### src/rtl/ratio_ctrl_pkg.sv
// Shared constants and FSM state encoding for the multi-channel ratio controller.
// Results are fixed-point with a two-digit decimal fraction held in DEC_W bits.
package ratio_ctrl_pkg;

    localparam int SCALE   = 100;
    localparam int DEC_W   = 7;
    localparam int DEC_MAX = 99;

    typedef enum logic [2:0] {
        IDLE,
        LOAD,
        DIV1,
        DIV2,
        STORE,
        DONE
    } state_t;

endpackage

### src/rtl/ratio_seq_divider.sv
// Iterative restoring divider, one quotient bit per enabled cycle, W cycles per division.
// The start cycle already performs the first step, so o_done marks the edge that completes the last bit.
module ratio_seq_divider #(
    parameter int W = 39
) (
    input  logic         i_clk,
    input  logic         i_rst,
    input  logic         i_en,
    input  logic         i_start,
    input  logic [W-1:0] i_dividend,
    input  logic [W-1:0] i_divisor,
    output logic [W-1:0] o_quotient,
    output logic [W-1:0] o_remainder,
    output logic         o_busy,
    output logic         o_done
);

    localparam int CW = $clog2(W + 1);

    logic [W-1:0]  r_quo;
    logic [W-1:0]  r_rem;
    logic [W-1:0]  r_div;
    logic [CW-1:0] r_cnt;
    logic          r_busy;

    logic [W-1:0]  w_src_quo;
    logic [W-1:0]  w_src_rem;
    logic [W-1:0]  w_src_div;
    logic [W-1:0]  w_quo_next;
    logic [W-1:0]  w_rem_next;
    logic [W:0]    w_trial;
    logic [W:0]    w_diff;
    logic          w_ge;
    logic          w_unused_msb;

    always_comb begin
        w_src_quo  = i_start ? i_dividend : r_quo;
        w_src_rem  = i_start ? '0 : r_rem;
        w_src_div  = i_start ? i_divisor : r_div;
        w_trial    = {w_src_rem, w_src_quo[W-1]};
        w_diff     = w_trial - {1'b0, w_src_div};
        w_ge       = (w_trial >= {1'b0, w_src_div});
        w_rem_next = w_ge ? w_diff[W-1:0] : w_trial[W-1:0];
        w_quo_next = {w_src_quo[W-2:0], w_ge};
    end

    // A successful subtraction always leaves a remainder below the divisor, so the MSB is zero.
    assign w_unused_msb = w_diff[W];

    always_ff @(posedge i_clk or posedge i_rst) begin
        if (i_rst) begin
            r_quo  <= '0;
            r_rem  <= '0;
            r_div  <= '0;
            r_cnt  <= '0;
            r_busy <= 1'b0;
        end else if (i_en && (i_start || r_busy)) begin
            r_quo <= w_quo_next;
            r_rem <= w_rem_next;
            r_div <= w_src_div;
            if (i_start) begin
                r_cnt  <= CW'(W - 1);
                r_busy <= 1'b1;
            end else begin
                r_cnt  <= r_cnt - CW'(1);
                r_busy <= (r_cnt != CW'(1));
            end
        end
    end

    assign o_quotient  = r_quo;
    assign o_remainder = r_rem;
    assign o_busy      = r_busy;
    assign o_done      = r_busy && (r_cnt == CW'(1));

endmodule

### src/rtl/multi_ratio_controller.sv
// Per-channel divide ratio C_Freq / (whole.dec) as {whole, dec} fixed point, one shared divider.
// Define RATIO_ROUND_EN to round the scaled quotient to nearest instead of truncating.
module multi_ratio_controller
    import ratio_ctrl_pkg::*;
#(
    parameter int NUM_CH  = 2,
    parameter int FREQ_W  = 32,
    parameter int WHOLE_W = 9,
    parameter int OUT_W   = 32
) (
    input  logic                            Clk,
    input  logic                            Reset,
    input  logic                            En,
    input  logic                            Start,
    input  logic [NUM_CH*(WHOLE_W+7)-1:0]   C_N,
    input  logic [FREQ_W-1:0]               C_Freq,
    output logic                            Busy,
    output logic                            Done,
    output logic [NUM_CH*OUT_W-1:0]         C_Div,
    output logic [NUM_CH-1:0]               Err,
    output logic [NUM_CH-1:0]               Ovf
);

    localparam int CN_W = WHOLE_W + DEC_W;
    localparam int QW   = FREQ_W + DEC_W;
    localparam int CH_W = (NUM_CH > 1) ? $clog2(NUM_CH) : 1;
    localparam logic [QW-1:0] WHOLE_MAX = QW'((64'd1 << (OUT_W - DEC_W)) - 64'd1);

    state_t                   r_state;
    state_t                   w_state_next;
    logic [CH_W-1:0]          r_ch;
    logic [NUM_CH*CN_W-1:0]   r_cn;
    logic [FREQ_W-1:0]        r_freq;
    logic [CN_W-1:0]          r_d;
    logic [QW-1:0]            r_num;
    logic                     r_inv;
    logic                     r_busy;
    logic                     r_done;

    logic                     w_accept;
    logic [CN_W-1:0]          w_cn_sel;
    logic [WHOLE_W-1:0]       w_whole;
    logic [DEC_W-1:0]         w_dec;
    logic [CN_W-1:0]          w_d;
    logic [QW-1:0]            w_num;
    logic                     w_inv;

    logic                     w_div_start;
    logic [QW-1:0]            w_div_dividend;
    logic [QW-1:0]            w_div_divisor;
    logic [QW-1:0]            w_quo;
    logic [QW-1:0]            w_rem;
    logic                     w_div_busy;
    logic                     w_div_done;

    logic                     w_sat;
    logic [OUT_W-1:0]         w_result;
    logic                     w_unused_rem;

    // Operand preparation for the channel being loaded: D = 100*whole + dec.
    assign w_cn_sel = r_cn[r_ch*CN_W +: CN_W];
    assign w_whole  = w_cn_sel[CN_W-1:DEC_W];
    assign w_dec    = w_cn_sel[DEC_W-1:0];
    assign w_d      = CN_W'(w_whole) * CN_W'(SCALE) + CN_W'(w_dec);
    assign w_inv    = (w_d == '0) || (w_dec > DEC_W'(DEC_MAX));
`ifdef RATIO_ROUND_EN
    assign w_num    = QW'(r_freq) * QW'(SCALE) + QW'(w_d >> 1);
`else
    assign w_num    = QW'(r_freq) * QW'(SCALE);
`endif

    always_comb begin
        w_state_next = r_state;
        w_accept     = 1'b0;
        case (r_state)
            IDLE: begin
                if (Start) begin
                    w_accept     = 1'b1;
                    w_state_next = LOAD;
                end
            end
            LOAD:  w_state_next = DIV1;
            DIV1:  if (w_div_done) w_state_next = DIV2;
            DIV2:  if (w_div_done) w_state_next = STORE;
            STORE: w_state_next = (r_ch == CH_W'(NUM_CH - 1)) ? DONE : LOAD;
            DONE:  w_state_next = IDLE;
            default: w_state_next = IDLE;
        endcase
    end

    always_ff @(posedge Clk or posedge Reset) begin
        if (Reset) begin
            r_state <= IDLE;
            r_ch    <= '0;
            r_cn    <= '0;
            r_freq  <= '0;
            r_d     <= '0;
            r_num   <= '0;
            r_inv   <= 1'b0;
            r_busy  <= 1'b0;
            r_done  <= 1'b0;
        end else if (En) begin
            r_state <= w_state_next;
            r_done  <= (r_state == DONE);
            if (w_accept) begin
                r_cn   <= C_N;
                r_freq <= C_Freq;
                r_ch   <= '0;
                r_busy <= 1'b1;
            end
            if (r_state == DONE) begin
                r_busy <= 1'b0;
            end
            if (r_state == LOAD) begin
                r_d   <= w_d;
                r_num <= w_num;
                r_inv <= w_inv;
            end
            if (r_state == STORE) begin
                r_ch <= r_ch + CH_W'(1);
            end
        end
    end

    // The divider restarts on the first cycle of each division phase; DIV2 reuses DIV1's quotient.
    assign w_div_start    = ((r_state == DIV1) || (r_state == DIV2)) && !w_div_busy;
    assign w_div_dividend = (r_state == DIV2) ? w_quo : r_num;
    assign w_div_divisor  = (r_state == DIV2) ? QW'(SCALE) : QW'(r_d);

    ratio_seq_divider #(
        .W (QW)
    ) u_div (
        .i_clk       (Clk),
        .i_rst       (Reset),
        .i_en        (En),
        .i_start     (w_div_start),
        .i_dividend  (w_div_dividend),
        .i_divisor   (w_div_divisor),
        .o_quotient  (w_quo),
        .o_remainder (w_rem),
        .o_busy      (w_div_busy),
        .o_done      (w_div_done)
    );

    // In STORE the divider holds whole = Q/100 in the quotient and dec = Q%100 in the remainder.
    assign w_sat        = (w_quo > WHOLE_MAX);
    assign w_unused_rem = ^w_rem[QW-1:DEC_W];

    always_comb begin
        w_result = '0;
        if (!r_inv) begin
            if (w_sat) begin
                w_result = {{(OUT_W - DEC_W){1'b1}}, DEC_W'(DEC_MAX)};
            end else begin
                w_result = {w_quo[OUT_W-DEC_W-1:0], w_rem[DEC_W-1:0]};
            end
        end
    end

    genvar gi;
    generate
        for (gi = 0; gi < NUM_CH; gi++) begin : g_ch
            logic [OUT_W-1:0] r_cdiv;
            logic             r_err;
            logic             r_ovf;

            always_ff @(posedge Clk or posedge Reset) begin
                if (Reset) begin
                    r_cdiv <= '0;
                    r_err  <= 1'b0;
                    r_ovf  <= 1'b0;
                end else if (En && (r_state == STORE) && (r_ch == CH_W'(gi))) begin
                    r_cdiv <= w_result;
                    r_err  <= r_inv;
                    r_ovf  <= !r_inv && w_sat;
                end
            end

            assign C_Div[gi*OUT_W +: OUT_W] = r_cdiv;
            assign Err[gi]                  = r_err;
            assign Ovf[gi]                  = r_ovf;
        end
    endgenerate

    assign Busy = r_busy;
    assign Done = r_done;

endmodule

### config.mk
export PLATFORM = sky130hd
export DESIGN_NAME = multi_ratio_controller
export DESIGN_NICKNAME = d
export VERILOG_FILES = /design/src/rtl/ratio_ctrl_pkg.sv /design/src/rtl/ratio_seq_divider.sv /design/src/rtl/multi_ratio_controller.sv
export SDC_FILE = /design/constraint.sdc
export NUM_CORES = 1
export LEC_CHECK = 0
export ABC_AREA = 0
export BUFFER_PORTS_ARGS = -buffer_cell sky130_fd_sc_hd__buf_2
export CORE_ASPECT_RATIO = 0.6
export CORE_UTILIZATION = 63
export CTS_CLUSTER_SIZE = 12
export DETAILED_ROUTE_END_ITERATION = 6
export HOLD_SLACK_MARGIN = 0.08
export PLACE_DENSITY = 0.83
export SLEW_MARGIN = 40
export SYNTH_ARGS = -nofsm -noshare
export SYNTH_HDL_FRONTEND = slang
export SYNTH_SLANG_ARGS = --single-unit
### constraint.sdc
create_clock -name Clk -period 18.6 [get_ports Clk]
set_input_delay 0.93 -clock Clk [delete_from_list [all_inputs] [get_ports Clk]]
set_output_delay 0.93 -clock Clk [all_outputs]
set_load 0.005 [all_outputs]
# ---- After elaboration in Yosys (flattened, before gate mapping)
# Cells that the tools add are included.
dict set report classes {
  n_addsub 4
  n_mul 2
  magnitude_cmp 3
  eq_ne 10
  shifts 1
  muxes 21
  bitwise_logic 1
  reduce_logical 21
}
# op n
set ops {}
lappend ops {{$mux 39} 5}
lappend ops {{$mux 32} 2}
lappend ops {{$ge 40x39->1} 1}
lappend ops {{$gt 39x25->1 const B} 1}
lappend ops {{$sub 39x39->39} 1}
lappend ops {{$mul 32x5->37 const B} 1}
lappend ops {{$shiftx 32x6->16} 1}
lappend ops {{$add 16x7->16} 1}
lappend ops {{$logic_not 16->1} 1}
lappend ops {{$mux 16} 1}
lappend ops {{$pmux 3 s5} 1}
lappend ops {{$mul 9x5->14 const B} 1}
lappend ops {{$mux 3} 4}
lappend ops {{$reduce_and 2->1} 4}
lappend ops {{$gt 7x7->1 const B} 1}
lappend ops {{$logic_and 1x1->1} 7}
lappend ops {{$mux 1} 7}
lappend ops {{$eq 3x2->1 const B} 2}
lappend ops {{$eq 3x3->1 const B} 2}
lappend ops {{$eq 6x1->1 const B} 1}
lappend ops {{$mux 6} 1}
lappend ops {{$ne 6x1->1 const B} 1}
lappend ops {{$sub 6x1->6 const B} 1}
lappend ops {{$ne 2x1->1 const B} 2}
lappend ops {{other kinds (9)} 13}
dict set report word_totals {
  regBits 316
  out_inout_bits 70
  word_cells 83
}

# ---- Logic depth before layout (Yosys ltp)
# Gate-level depths: netlist of run 1.
dict set report logic_depth {
  depth_word 6
  ltp_mapped 19
}

# ---- Cells and area by module
# Synthesis of run 1 repeated with hierarchy kept, for this count alone.
dict set report unflattened {
  cells_unflattened 2214
  hier_area_um2 20942.6
}
# mod instances cells_per_inst area_each_um2 seq_area_each_um2
set modules_own_cells {}
lappend modules_own_cells {multi_ratio_controller 1 1282 12580.8 4804.6}
lappend modules_own_cells {ratio_seq_divider 1 932 8361.8 3103.0}

# ---- Least setup slack after synthesis of run 1
# OpenSTA, ideal clock, no wires.
dict set report synth_timing {
  kind {register -> register}
  startpoint {register r_ch}
  endpoint {register r_d[15]}
  setup_time_ps 125
  t_arrival_ps 4469
  required_ps 18475
  setup_slack_ps 14007
  path_stages_with_launch 18
  path_buffers 2
  period_less_slack_ps 4593
  path_cell_list {dfrtp_1 -> buf_1 -> buf_1 -> mux2_2 -> ha_1 -> ha_1 -> inv_1 -> fa_1 -> inv_1 -> ha_1 -> o21ai_0 -> o21bai_1 -> a2111oi_0 -> nor3_1 -> xor2_1 -> nand3_1 -> xnor3_1 -> mux2_2}
}
dict set report synth_via {
  elab_chain_cells 3
}
# item line_no
set synth_rtl {}
lappend synth_rtl {{start: declaration} multi_ratio_controller.sv:31} ;# logic [CH_W-1:0] r_ch;
lappend synth_rtl {{start signal: assignment} multi_ratio_controller.sv:120} ;# r_ch <= r_ch + CH_W'(1);
lappend synth_rtl {{$shiftx 32x6->16 *} multi_ratio_controller.sv:61} ;# assign w_cn_sel = r_cn[r_ch*CN_W +: CN_W];
lappend synth_rtl {{$mul 9x5->14} multi_ratio_controller.sv:64} ;# assign w_d = CN_W'(w_whole) * CN_W'(SCALE) + CN_W'(w_dec);
lappend synth_rtl {{$add 16x7->16 *} multi_ratio_controller.sv:64}
lappend synth_rtl {{end signal: assignment} multi_ratio_controller.sv:115} ;# r_d <= w_d;
lappend synth_rtl {{end: declaration} multi_ratio_controller.sv:34} ;# logic [CN_W-1:0] r_d;
# Every way passes the cells marked *; elsewhere a longest branch is shown, timed or not.
# A chain may end at the register's enable or synchronous reset.

# ---- Final worst setup path of run 1
dict set report layout_timing {
  startpoint {register r_state[2]}
  endpoint {register u_div.r_rem[11] (netlist: u_div.o_remainder[11])}
}
dict set report layout_via {
  elab_chain_cells 6
  word_cells_on_any_way 14
}
# item line_no
set layout_rtl {}
lappend layout_rtl {{start: declaration} multi_ratio_controller.sv:29} ;# state_t r_state;
lappend layout_rtl {{start signal: assignment} multi_ratio_controller.sv:103} ;# r_state <= w_state_next;
lappend layout_rtl {{$eq 3x2->1 (on tied branches)} {multi_ratio_controller.sv:126, multi_ratio_controller.sv:127, multi_ratio_controller.sv:128}}
lappend layout_rtl {{$logic_or 1x1->1} multi_ratio_controller.sv:126} ;# assign w_div_start = ((r_state == DIV1) || (r_state == DIV2)) && !w_div_busy;
lappend layout_rtl {{$logic_and 1x1->1} multi_ratio_controller.sv:126}
lappend layout_rtl {{$mux 39 (on tied branches)} {ratio_seq_divider.sv:37, ratio_seq_divider.sv:38, ratio_seq_divider.sv:39}}
lappend layout_rtl {{$sub 39x39->39 or $ge 40x39->1 (tied branches)} {ratio_seq_divider.sv:41, ratio_seq_divider.sv:42}}
lappend layout_rtl {{$mux 39} ratio_seq_divider.sv:43} ;# w_rem_next = w_ge ? w_diff[W-1:0] : w_trial[W-1:0];
lappend layout_rtl {{end signal: assignment} ratio_seq_divider.sv:59} ;# r_rem <= w_rem_next;
lappend layout_rtl {{end: declaration} ratio_seq_divider.sv:21} ;# logic [W-1:0] r_rem;
# Parallel ways exist; a longest one is shown, timed or not.

==> results of run 1 <==
routing by layer:
metal | global-route usage (%) | wire length, um | vias up
met1 | 48.6 | 23300 | 7744
li1 | - | - | 7516
met3 | 6.80 | 4620 | 106
met4 | 8.09 | 1280 | 0
met2 | 44.7 | 21000 | 706
met5 | 0 | 0 | -
Yosys cell counts, types with 20 or more instances:
master | number | area, sq um
nor2_1 | 83 | 312
o21ai_0 | 231 | 1160
mux2i_1 | 45 | 450
ha_1 | 177 | 2210
a21o_1 | 23 | 173
nand3_1 | 28 | 140
inv_1 | 173 | 649
a21oi_1 | 123 | 616
and2_1 | 65 | 407
xnor2_1 | 43 | 377
o21bai_1 | 43 | 323
fa_1 | 33 | 661
clkbuf_1 | 82 | 308
nand2_1 | 321 | 1200
xor2_1 | 41 | 359
mux2_2 | 80 | 901
nor3_1 | 20 | 100
dfrtp_1 | 316 | 7910
layout by cell type (no fill, tap or decap), drive strengths merged, types with 6 or more instances in the layout:
cell type / instances
nor3b: 14
inv: 173
buf: 151
a21oi: 123
xnor2: 43
mux2: 80
nor2: 83
xor2: 41
o211ai: 9
a31oi: 18
nand3: 29
o21bai: 43
o21ai: 242
nor4: 7
and4: 6
a22oi: 9
a211oi: 6
o21a: 12
nand2b: 8
nand4: 18
clkbuf: 41
ha: 177
a21o: 23
o31ai: 9
nor2b: 12
mux2i: 45
and3: 7
and2: 65
nor3: 20
dfrtp: 316
fa: 33
nand2: 322
critical path, stage by stage, from the launching register on:
cell	delay (ns)
dfrtp_1	0.51
nor2b_1	0.45
nand2b_2	0.10
buf_6	0.28
or3_1	0.38
o21ai_0	0.11
ha_1	0.32
nor2b_1	0.19
o31ai_1	0.56
a211o_1	0.26
a41oi_2	0.21
nor4_2	0.26
o21a_1	0.64
buf_4	0.40
nor2_1	0.12
a21oi_1	0.13
o21ai_0	0.08
flip-flops by register name (all words and copies together), names as in the netlist:
register / count
Busy: 1
Done: 1
g_ch.r_cdiv: 64
g_ch.r_err: 2
g_ch.r_ovf: 2
r_ch: 1
r_cn: 32
r_d: 16
r_freq: 32
r_inv: 1
r_num: 37
r_state: 3
u_div.o_busy: 1
u_div.o_quotient: 39
u_div.o_remainder: 39
u_div.r_cnt: 6
u_div.r_div: 39
cells by family after synthesis:
kind of cell	after synthesis	share of synthesized area [%]
AND/OR/NAND/NOR	611	14.2
XOR/XNOR	85	3.81
AO/OA/AOI/OAI	526	15.5
multiplexers	125	6.79
buffers and inverters	280	5.47
flip-flops	316	39.8
adder cells (fa/ha/maj)	210	14.5
cell type report:
class	instances	area [sq um]	share of cell area, %
clock buffer	40	840	3.86
clock inverter	4	60.1	0.276
inverter	173	662	3.04
timing repair buffer	152	831	3.82
tap	408	510	2.35
antenna	2	5.00	0.0230
sequential	316	7910	36.4
multi-input combinational	1557	10900	50.3
final timing paths:
path,start,endpoint,slack (ns)
max,r_state[2]$_DFFE_PP0P_,u_div.o_remainder[11]$_DFFE_PP0P_,13.40
min,Reset,u_div.r_div[18]$_DFFE_PP0P_,0.37
max reg2reg,r_state[2]$_DFFE_PP0P_,u_div.o_remainder[11]$_DFFE_PP0P_,13.40
min reg2reg,g_ch[1].r_cdiv[22]$_DFFE_PP0P_,g_ch[1].r_cdiv[22]$_DFFE_PP0P_,0.47
max in group asynchronous,Reset,g_ch[1].r_cdiv[22]$_DFFE_PP0P_,16.51
min in group Clk,g_ch[1].r_cdiv[22]$_DFFE_PP0P_,g_ch[1].r_cdiv[22]$_DFFE_PP0P_,0.47
stage by stage:
| stage | hold WS [ns] | worst slack [ns] | std cells |
|---|---|---|---|
| 6_report | 0.370 | 13.40 | 2652 |
| 5_1_grt | 0.443 | 13.04 | 2652 |
| 4_1_cts | 0.478 | 13.41 | 2650 |
| 3_5_place_dp | 0.465 | 13.41 | 2606 |
| 3_3_place_gp | 0.456 | 13.69 | 2605 |
| 2_1_floorplan | 0.440 | 8.93 | 2153 |
==> results.cfg, run 1 <==
[run_status]
status = finished clean

[logic_synthesis]
netlist_area_sq_um = 19900
async_reset_ff_share_pct = 100
synth-edff-count = 0
ys_warn_count = 0
syn_inst = 2153
syn_avg_cell_area_sq_um = 9.24
ys_seq_elements = 316
ys.flop_type = dfrtp_1
syn_nets = 2431
ys_types = 70
yosysSeqAreaShare_pct = 39.8

[clock_tree]
ctsHoldBuffers = 0
htree_levels = 1
cts-root-buf = clkbuf_16
clk_pin_slew_ns = 0.06
cts_buffers = 31
cts_resized = 0
cts.sink_count = 316
clockBufferDepth = 3
post_cts_buffers = 0
cts_tree = done
worstSkewPairLatency_ns = 0.60

[cells_and_area]
utilization_pct = 71.4
final_nets = 2509
area_growth_pct = 9.34
fin_area_sq_um = 21700
n_fill_cell = 2231
layout-drive-gt1-share_pct = 13.2

[placed_design]
place_congestion = 0.944
port_buffers = 137
dp.final_hpwl_mm = 36.1
place_area_sq_um = 20800

[worst_setup_path]
end_kind = flop
critPathKind = reg -> reg
worstPathRequired_ns = 19.04
crit_fanout = 91
arrival_ns = 5.64
ff2ff_path_depth = 16
startpoint_type = flop

[sta]
relSlewSlack_pct = 39.1
slew_violations = 0
finalSetupViolCount = 0
tns_ns = 0
fmax_mhz = 192
clock_skew_ns = 0.0223
rsz0062_at_grt = false
hold_violations = 0
worstMarginPinSlew_ns = 0.911
fin_crit_ns = 5.20
period_share_pct = 28.0

[min_path]
worstHoldPathType = in -> async

[routing]
drt-initial-drc-count = 1667
vias = 16072
firstDrtPassIters = 5
ant_nets = 0
routedWlPerCell_um = 18.9
drc = 0
routed_wl_mm = 50.2
routed_via_density = 6.06

[die]
dieWidth_um = 231
placementRows = 49
dieArea_sq_um = 32300
dieHeight_um = 140
core_region_area_sq_um = 30500
ios = 138
initial_core_util_pct = 65.3

[global_route]
grt_max_degree = 118
grt-ovfl-total = 0
grt_antenna_before_repair = 2
grt_pass1_wl_mm = 81.8
grt_pass1_vias = 15573
grtUsageTotal_pct = 31.5

[flow_run]
maxCapViolCount = 0
Power of run 1 is left out: the tool's default activity adds up to more than one toggle a clock period on the data nets, which glitch-free logic cannot reach.
==> inputs of run 2 (changes only) <==
CORE_UTILIZATION = 62   (was 63)
PLACE_DENSITY = 0.82   (was 0.83)
clock period = 4.84 ns   (was 18.6 ns; I/O delays follow)
==> run 2 against run 1 <==
  * Flip-flop and latch count is the same
  * Global-route usage shrank 0.13 points
  * Worst hold slack lost 0.044 ns
  * Count of clock-buffer cells in the layout shrank 2
  * Highest routed layer unchanged
==> results.cfg, run 2 (synthesized netlist as in run 1, its figures left out) <==
[run_status]
status = finished clean

[min_path]
worstHoldPathType = in -> async

[clock_tree]
post_cts_buffers = 0
clk_pin_slew_ns = 0.06
cts_tree = done
cts_buffers = 31
cts-root-buf = clkbuf_16
worstSkewPairLatency_ns = 0.60
ctsHoldBuffers = 67
clockBufferDepth = 3
cts_resized = 0
cts.sink_count = 316
htree_levels = 1

[worst_setup_path]
end_kind = flop
arrival_ns = 5.00
critPathKind = reg -> reg
startpoint_type = flop
rr_startpoint = r_state[2]$_DFFE_PP0P_
crit_fanout = 12
worstPathRequired_ns = 5.37
setup.worst_path.start = r_state[2]$_DFFE_PP0P_
ff2ff_path_depth = 13
r2r-end = u_div.o_remainder[37]$_DFFE_PP0P_
reg2reg_slack_ns = 0.38

[sta]
rsz0062_at_grt = false
hold_violations = 0
relSlewSlack_pct = 45.4
clock_skew_ns = 0.0256
fmax_mhz = 224
slew_violations = 0
finalSetupViolCount = 0
worstMarginPinSlew_ns = 0.819
fin_crit_ns = 4.46
tns_ns = 0
period_share_pct = 92.2

[placed_design]
dp.final_hpwl_mm = 36.4
place_congestion = 0.926
port_buffers = 137

[die]
ios = 138
initial_core_util_pct = 63.5
dieWidth_um = 233
core_region_area_sq_um = 31300
placementRows = 50
dieArea_sq_um = 32800
dieHeight_um = 141

[global_route]
grt_pass1_wl_mm = 82.6
grtUsageTotal_pct = 31.4
grt_max_degree = 166
grt_pass1_vias = 15673
grt_antenna_before_repair = 0
grt-ovfl-total = 0

[routing]
drt-initial-drc-count = 1541
routedWlPerCell_um = 18.5
routed_via_density = 5.92
firstDrtPassIters = 6
routed_wl_mm = 50.8
vias = 16240
ant_nets = 0
drc = 0

[cells_and_area]
final_nets = 2597
layout_commonest_cell = nand2_1
n_antenna_cell = 0
area_growth_pct = 13.6
final_cell_mix = nand2_1 (318), dfrtp_1 (315), o21ai_0 (230)
layout-drive-gt1-share_pct = 13.6
top_register = g_ch.r_cdiv
largest_register_ff_count = 64
utilization_pct = 72.1

[flow_run]
maxCapViolCount = 0
run 2: stage by stage:
step	hold WS (ns)	worst slack (ns)	std cells	cell area (sq um)
3_3_place_gp	0.380	0.612	2632	21000
6_report	0.326	0.378	2744	22600
3_5_place_dp	0.390	0.452	2635	21000
2_1_floorplan	0.393	0.247	2153	19900
5_1_grt	0.371	0.0905	2744	22600
4_1_cts	0.317	0.427	2744	22600
run 2: layout make-up:
class,instances,area [sq um]
Fill cell,2274,8740
Sequential cell,316,7910
Clock inverter,4,37.5
Timing Repair Buffer,240,1710
Clock buffer,38,832
Multi-Input combinational cell,1557,10900
Tap cell,416,520
Inverter,173,653
run 2: worst max path at each step:
stage,end,depth (start not counted),slack [ns]
floorplan,r_d[15]$_DFFE_PP0P_,17,0.25
global placement,r_d[15]$_DFFE_PP0P_,15,0.61
detailed placement,r_d[15]$_DFFE_PP0P_,15,0.45
CTS,r_d[15]$_DFFE_PP0P_,15,0.43
global route,u_div.o_remainder[19]$_DFFE_PP0P_,16,0.09
finish,u_div.o_remainder[37]$_DFFE_PP0P_,13,0.38
run 2: layer usage:
metal / vias to the layer above / wire (um) / global-route usage (%)
met3: 58 / 4220 / 5.87
met5: - / 0 / 0
met2: 614 / 21300 / 44.5
met4: 0 / 761 / 5.02
li1: 7680 / - / -
met1: 7888 / 24500 / 50.2
run 2: critical path: stages (launching register included):
cell and delay [ns]:
dfrtp_1 0.51, nor2b_1 0.23, buf_4 0.18, nor2b_1 0.55, o21ai_0 0.26, ha_1 0.52
and4_1 0.23, a221oi_1 0.11, o21ai_1 0.33, a21oi_1 0.17, o21ai_0 0.60, a21oi_1 0.19
a2111o_1 0.45, nand2_1 0.07
Power of run 2 is left out for the same reason.
==> inputs of run 3 (changes only) <==
CORE_ASPECT_RATIO = default   (was 0.6)
==> run 3 against run 2 <==
  * Non-clock buffer count is 11 higher
  * Count of clock-buffer cells in the layout is 14 higher
  * Final cell count is 0.69% higher
  * Worst setup slack better by 0.017 ns
  * Worst hold slack worse by 0.20 ns
  * Design area is 1.6% higher
  * Routed wire length is 5.1% lower
  * Utilization is 0.66 points higher
  * First-iteration DRC count is 34% lower
  * Critical path depth stayed put
  * Global-route usage is 1.4 points lower
  * Clock skew is 0.0074 ns lower
  * Critical path type unchanged
  * Largest cell class unchanged
  * Highest routed layer unchanged
==> results.cfg, run 3 (synthesized netlist as in run 1, its figures left out) <==
[die]
initial_core_util_pct = 63.0
core_region_area_sq_um = 31600
dieWidth_um = 181
placementRows = 65
dieArea_sq_um = 32800
ios = 138
dieHeight_um = 181

[cells_and_area]
layout_commonest_cell = nand2_1
utilization_pct = 72.8
largest_register_ff_count = 64
top_register = g_ch.r_cdiv
final_nets = 2614
area_growth_pct = 15.5
final_cell_mix = nand2_1 (318), dfrtp_1 (313), o21ai_0 (230)
final_cell_count_no_fill = 2763
n_antenna_cell = 0
layout-drive-gt1-share_pct = 14.8

[global_route]
busiest_layer = met2
grt_util_met2_pct = 50.9
grtUsageTotal_pct = 30.0
grt_max_degree = 105
grt-ovfl-total = 0
grt_pass1_wl_mm = 81.1
gr-usage-met3_pct = 3.75
grt_pass1_vias = 16284
met1_usage_pct = 40.6
grt_antenna_before_repair = 0

[worst_setup_path]
crit_slowest_cell = dfrtp_2
critPathKind = reg -> reg
worst-path-stages = 13
reg2reg_slack_ns = 0.39
path_buf_inv = 0
cp_cell_sequence = mux2_2 -> ha_1 -> ha_1 -> fa_1 -> ha_1 -> a211oi_1 -> o21bai_1 -> a2111oi_0 -> nor3_1 -> xor2_1 -> nand3_1 -> xnor3_1 -> mux2_2
crit_fanout = 12
worstPathRequired_ns = 5.27
startpoint_type = flop
cpPeakStageDelay_ns = 0.55
critPathTopFamily = adder cells
end_kind = flop
ff2ff_path_depth = 13
crit_top_cell = ha_1
arrival_ns = 4.87

[routing]
routed_wl_mm = 48.2
routedWlPerCell_um = 17.4
drt-initial-drc-count = 1021
ant_nets = 0
vias = 16102
firstDrtPassIters = 6
drc = 0
routed_via_density = 5.83

[clock_tree]
post_cts_buffers = 0
cts_buffers = 37
clk_pin_slew_ns = 0.06
cts.sink_count = 316
cts_tree = done
worstSkewPairLatency_ns = 0.54
cts-root-buf = clkbuf_16
htree_levels = 2
clockBufferDepth = 3

[sta]
worstMarginPinSlew_ns = 0.755
holdWs_ns = 0.129
hold_violations = 0
fin_crit_ns = 4.45
relSlewSlack_pct = 49.5
fmax_mhz = 225
clock_skew_ns = 0.0182
finalSetupViolCount = 0
period_share_pct = 91.8
rsz0062_at_grt = false
tns_ns = 0
slew_violations = 0

[min_path]
worstHoldPathType = in -> reg
whs_path_depth = 4

[flow_run]
maxCapViolCount = 0

[placed_design]
port_buffers = 137
dp.final_hpwl_mm = 32.3
place_congestion = 0.970
placed_cells = 2632

[run_status]
status = finished clean
-- run 3: routing by layer --
layer,wire length [um],up-vias
met5,0,-
met4,1030,0
met3,2170,86
met2,23500,436
met1,21500,7826
li1,-,7754
-- run 3: worst register-to-register path, delay by kind of cell, from the launching register on --
family | cells | cell delay (ns)
flip-flops | 1 | 0.55
AND/OR/NAND/NOR | 2 | 0.27
adder cells (fa/ha/maj) | 4 | 1.38
AO/OA/AOI/OAI | 3 | 0.94
multiplexers | 2 | 0.70
XOR/XNOR | 2 | 0.49
-- run 3: path summary, 6_finish.rpt --
| path | start | end |
|---|---|---|
| min in group asynchronous | Reset | g_ch[0].r_cdiv[13]$_DFFE_PP0P_ |
| max reg2reg | r_ch$_DFFE_PP0P_ | r_d[15]$_DFFE_PP0P_ |
| min | En | u_div.o_busy$_DFFE_PP0P_ |
| min reg2reg | u_div.o_remainder[13]$_DFFE_PP0P_ | u_div.o_remainder[13]$_DFFE_PP0P_ |
| max | r_ch$_DFFE_PP0P_ | r_d[15]$_DFFE_PP0P_ |
| max in group asynchronous | Reset | r_inv$_DFFE_PP0P_ |
-- run 3: stage by stage --
| stage | setup slack (ns) | area (sq um) |
|---|---|---|
| after CTS | 0.272 | 22900 |
| final | 0.395 | 23000 |
| after global placement | 0.493 | 21100 |
| after global routing | 0.115 | 23000 |
| after detailed placement | 0.320 | 21100 |
| after floorplan | 0.247 | 19900 |
-- run 3: what timing repair did --
action / in CTS / in global routing
endpoints found under the hold margin: 81 / 0
setup endpoints to repair: 0 / 2
hold buffers: 66 / 0
resized for setup: 0 / 1
-- run 3: area by class of cell --
type                            instances  area [sq um]
Multi-Input combinational cell       1557         10900
Tap cell                              402           503
Fill cell                            2297          8590
Sequential cell                       316          7910
Timing Repair Buffer                  251          1770
Clock inverter                         12           120
Inverter                              173           653
Clock buffer                           52          1070
Power of run 3 is left out for the same reason.
